## src/rtl/uart_tx_fifo_reader.sv

```systemverilog
// UART transmitter that pulls bytes from a first-word-fall-through FIFO.
// Frame: start, 8 data bits LSB first, optional parity, 1 or 2 stop bits.
module uart_tx_fifo_reader #(
    parameter int CLKS_PER_BIT = 16,
    parameter int PARITY       = 0,
    parameter int STOP_BITS    = 1
) (
    input  logic       clk,
    input  logic       reset,
    input  logic       i_tx_en,
    input  logic       i_fifo_empty,
    input  logic [7:0] iv_fifo_dout,
    output logic       o_fifo_rd,
    output logic       o_txd,
    output logic       o_busy,
    output logic       o_tx_done
);

    localparam int STOP_CYC = STOP_BITS * CLKS_PER_BIT;
    localparam int CW       = $clog2(STOP_CYC);
    localparam logic [CW-1:0] BIT_LAST  = CW'(CLKS_PER_BIT - 1);
    localparam logic [CW-1:0] STOP_LAST = CW'(STOP_CYC - 1);

    typedef enum logic [2:0] {S_IDLE, S_START, S_DATA, S_PARITY, S_STOP} state_t;

    state_t        r_state;
    logic [CW-1:0] r_baud;
    logic [2:0]    r_bit_cnt;
    logic [7:0]    r_shreg;
    logic          r_par_bit;
    logic          r_txd;
    logic          r_busy;
    logic          r_tx_done;

    logic w_pop;
    logic w_bit_end;
    logic w_stop_end;

    assign w_pop      = (r_state == S_IDLE) && !i_fifo_empty && i_tx_en && !reset;
    assign w_bit_end  = (r_baud == BIT_LAST);
    assign w_stop_end = (r_baud == STOP_LAST);

    always_ff @(posedge clk) begin
        if (reset) begin
            r_state   <= S_IDLE;
            r_baud    <= '0;
            r_bit_cnt <= '0;
            r_shreg   <= '0;
            r_par_bit <= 1'b0;
            r_txd     <= 1'b1;
            r_busy    <= 1'b0;
            r_tx_done <= 1'b0;
        end else begin
            r_tx_done <= 1'b0;
            case (r_state)
                S_IDLE: begin
                    r_baud <= '0;
                    if (w_pop) begin
                        // Parity is taken from the byte as popped; the FIFO head moves on.
                        r_shreg   <= iv_fifo_dout;
                        r_par_bit <= (PARITY == 1) ? ~(^iv_fifo_dout) : ^iv_fifo_dout;
                        r_bit_cnt <= '0;
                        r_state   <= S_START;
                        r_txd     <= 1'b0;
                        r_busy    <= 1'b1;
                    end
                end
                S_START: begin
                    if (w_bit_end) begin
                        r_baud  <= '0;
                        r_state <= S_DATA;
                        r_txd   <= r_shreg[0];
                    end else begin
                        r_baud <= r_baud + CW'(1);
                    end
                end
                S_DATA: begin
                    if (w_bit_end) begin
                        r_baud  <= '0;
                        r_shreg <= {1'b0, r_shreg[7:1]};
                        if (r_bit_cnt == 3'd7) begin
                            r_bit_cnt <= '0;
                            if (PARITY != 0) begin
                                r_state <= S_PARITY;
                                r_txd   <= r_par_bit;
                            end else begin
                                r_state <= S_STOP;
                                r_txd   <= 1'b1;
                            end
                        end else begin
                            r_bit_cnt <= r_bit_cnt + 3'd1;
                            r_txd     <= r_shreg[1];
                        end
                    end else begin
                        r_baud <= r_baud + CW'(1);
                    end
                end
                S_PARITY: begin
                    if (w_bit_end) begin
                        r_baud  <= '0;
                        r_state <= S_STOP;
                        r_txd   <= 1'b1;
                    end else begin
                        r_baud <= r_baud + CW'(1);
                    end
                end
                S_STOP: begin
                    if (w_stop_end) begin
                        r_baud    <= '0;
                        r_state   <= S_IDLE;
                        r_busy    <= 1'b0;
                        r_tx_done <= 1'b1;
                    end else begin
                        r_baud <= r_baud + CW'(1);
                    end
                end
                default: begin
                    r_state <= S_IDLE;
                    r_txd   <= 1'b1;
                    r_busy  <= 1'b0;
                end
            endcase
        end
    end

    assign o_fifo_rd = w_pop;
    assign o_txd     = r_txd;
    assign o_busy    = r_busy;
    assign o_tx_done = r_tx_done;

endmodule

```

## config.mk

```make
export PLATFORM = sky130hd
export DESIGN_NAME = uart_tx_fifo_reader
export DESIGN_NICKNAME = d
export VERILOG_FILES = /design/src/rtl/uart_tx_fifo_reader.sv
export SDC_FILE = /design/constraint.sdc
export NUM_CORES = 1
export LEC_CHECK = 0
export CAP_MARGIN = 30
export CORE_MARGIN = 5
export CORE_UTILIZATION = 50
export DETAILED_ROUTE_END_ITERATION = 8
export PLACE_DENSITY_LB_ADDON = 0.05
export SYNTH_ARGS = -nofsm -noshare
export SYNTH_HDL_FRONTEND = slang
export SYNTH_SLANG_ARGS = --single-unit
```

## constraint.sdc

```tcl
create_clock -name clk -period 1.95 [get_ports clk]
set_clock_uncertainty 0.05 [all_clocks]
set_input_delay 0.585 -clock clk [delete_from_list [all_inputs] [get_ports clk]]
set_output_delay 0.585 -clock clk [all_outputs]
set_load 0.03 [all_outputs]
```

==> flow_metrics.py <==
metrics = {
    "logic_synthesis": {
        "synth.lib_cells_used.distinct": 34,
        "synth_top_cells_by_area": "sky130_fd_sc_hd__dfxtp_1 39%, sky130_fd_sc_hd__nand2_1 8.1%, sky130_fd_sc_hd__a311oi_1 5.8%, sky130_fd_sc_hd__nor3_1 5.6%, sky130_fd_sc_hd__a21oi_1 4.2%",
        "synth_area_mm2": 0.001065,
        "synth.largest_area_cell": "sky130_fd_sc_hd__dfxtp_1",
        "mappedNetlistNets": 140,
        "synth.ff_latch_count": 21,
        "synth_edf_count": 0,
        "yosysWarningCount": 0,
        "synthArstFlopShare_pct": 0,
        "postSynthAreaPerCell_um2": 8.518,
        "synth_common_cells": "23 x sky130_fd_sc_hd__nand2_1, 21 x sky130_fd_sc_hd__dfxtp_1, 12 x sky130_fd_sc_hd__nor3_1, 9 x sky130_fd_sc_hd__a21oi_1, 9 x sky130_fd_sc_hd__nor2_1",
        "synth_ff_type": "sky130_fd_sc_hd__dfxtp_1",
        "yosysTopAreaCellShare_pct": 39.48,
        "post-synth-top-count-cell": "sky130_fd_sc_hd__nand2_1",
        "seq_area_frac_synth_pct": 39.48,
        "post_synthesis_cell_count": 125,
    },
    "sta": {
        "fin_hold_viols": 0,
        "max-slew-margin-rel_pct": 77.94,
        "report.final.slew_viol_count": 0,
        "grt_setup_unrepaired": "false",
        "post_route_fraction_of_the_period_consumed_by_the_critical_path_pct": 96.16,
        "fmax_ghz": 0.5333,
        "fin_crit_ns": 1.875,
        "final-setup-viol-count": 0,
        "timing_worst_slew_pin_value_ns": 0.3274,
    },
    "layout": {
        "final-seq-area_um2": 422.9,
        "area.growth.synth_to_final_pct": 22.21,
        "fin_cells": 171,
        "antenna_cells": 0,
        "finish.net_count": 160,
        "layout.filler_cells": 180,
        "design_area_mm2": 0.001301,
        "multi_input_area_um2": 613.1,
        "drive_above_1_share_pct": 16.67,
    },
    "clocking": {
        "clockBufferDepth": 2,
        "ctsHtreeMaxLevel": 1,
        "postCtsHoldBufs": 0,
        "cts_tree": "built",
        "clock_latency_ns": 0.30,
        "clock_sink_count": 21,
        "cts.clk_slew.worst_paths_ns": 0.11,
        "clockRootBuffer": "sky130_fd_sc_hd__clkbuf_4",
        "num_cts_buffers": 3,
    },
    "drt": {
        "dr.pass1.iters": 5,
        "viasPerCell": 5.591,
        "remaining_antenna_violation_count": 0,
        "detailedRoute.firstIterationViolations": 32,
        "num_vias": 956,
        "avgRoutedWirePerCell_um": 13.22,
        "drc": 0,
        "detail_route.wirelength_um": 2261,
    },
    "floorplan": {
        "fp.dieH_um": 56.15,
        "std_cell_rows": 16,
        "die-area_mm2": 0.003152,
        "design.core.area_mm2": 0.002002,
        "chipWidth_um": 56.15,
        "initial_utilization_pct": 53.19,
        "boundaryPins": 16,
    },
    "grt": {
        "grt_pass1_vias": 905,
        "grt-ovfl-total": 0,
        "grtUsageTotal_pct": 15.78,
        "grt_antenna_before_repair": 0,
        "grt_first_pass_wirelength_um": 4071,
        "maximum_number_of_pins_on_one_net_before_global_route_repair": 22,
    },
    "placed_design": {
        "standard_cell_area_after_detailed_placement_mm2": 0.001252,
        "io_buffer_count": 15,
        "place.detailed.hpwl_um": 1580,
        "dpl.cell_count": 166,
        "routabilityCongestion": 0.7489,
    },
    "run": {
        "max-cap-violations": 0,
    },
    "worst_setup_path": {
        "cp_class": "primary input to primary output",
        "cp_slowest_cell": "sky130_fd_sc_hd__clkdlybuf4s15_1",
        "timing.critical_path.cells": "clkdlybuf4s15_1 > nor2_2 > nand4b_4 > inv_2 > buf_6",
        "crit_arrival_ns": 1.24,
        "worstSetupEndpointType": "primary output",
        "critPathLaunchType": "primary input",
        "worstPathMaxFanout": 2,
        "cp.required_ns": 1.31,
        "critical_path.max_stage_delay_ns": 0.19,
    },
    "hold_path": {
        "hold_class": "flop to flop",
    },
    "status": {
        "status": "complete, no violations",
    },
    "pwr": {
        "ir_worst_vdd_v": 0.0004146,
        "overall_power_of_the_completed_layout_uw": 745.8,
        "power_per_cell_area_mw_per_mm2": 573.1,
        "total_leakage_power_nw": 0.5319,
    },
}
==> layer usage <==
layer	share of wire (%)	global-route usage, %	up-vias
met5	0	0	-
met1	51	22.07	435
met2	44	23.87	21
li1	-	-	498
met3	4.4	2.784	2
met4	0.35	6.102	0
==> registers in the layout, indices dropped and copies added, names as in the netlist <==
register	cells
o_busy	1
o_tx_done	1
o_txd	1
r_baud	4
r_bit_cnt	3
r_shreg	8
r_state	3
==> repair_timing <==
action                     in CTS  in global routing
pin swaps                       2                  2
setup buffers                   0                  1
resized for setup               9                  4
setup endpoints to repair       3                  2
==> worst max-delay path: cells and delay by family <==
family                 cells  cell delay (ns)
buffers and inverters      3             0.40
and+or+nand+nor            2             0.25
==> path summary, 6_finish.rpt <==
kind	cells past startpoint	to	slack [ns]	start
worst max-delay path	5	o_fifo_rd	0.07	reset
worst max register to register	6	r_state[0]	0.24	r_bit_cnt[0]
worst min-delay path	2	r_shreg[7]	0.43	r_shreg[7]
worst min register to register	2	r_shreg[7]	0.43	r_shreg[7]
==> power breakdown <==
group	total, mW	switching (mW)	internal (mW)	leakage, nW
Sequential	0.451	0.00963	0.442	0.171
Clock	0.206	0.126	0.0796	0.0150
Combinational	0.0884	0.0425	0.0459	0.346
==> cells by family (layout without fill, tap and decap cells) <==
group,Yosys count,after routing,share of synthesized area [%]
flip-flops,21,21,39.48
XOR/XNOR,1,1,0.8227
multiplexers,2,2,2.115
buffers and inverters,8,27,3.994
AND/OR/NAND/NOR,63,63,32.90
adder cells (fa/ha/maj),3,3,3.526
AO/OA/AOI/OAI,27,27,17.16
==> cell usage in the layout (no fill, tap or decap), drive strengths merged, types with 2 or more instances in the layout <==
master          n
nor3b           2
ha              3
a311oi          7
o21ai           3
nor2           11
clkbuf          4
or3             2
nand3           6
buf             8
mux2            2
clkdlybuf4s50   8
dlygate4sd2     4
a211oi          3
nand2          23
dfxtp          21
a21oi           9
nor3           12
==> cell type report <==
type	count	area share, %
tap	27	2.596
timing repair buffer	22	15.48
multi-input combinational	96	47.12
sequential	21	32.50
inverter	1	0.2885
clock buffer	4	2.019
==> through the flow <==
stage               hold slack, ns  setup slack, ns  TNS, ns  util, %
floorplan                   0.3938           0.1153        0        -
global placement            0.4065          -0.2131  -0.3825    62.56
detailed placement          0.4141          -0.2114  -0.5525    62.56
CTS                         0.4309       0.00004041        0    64.31
global route                0.4537          0.02167        0    65.00
finish                      0.4257          0.07484        0    65.00
(Power assumes the default switching activity.)
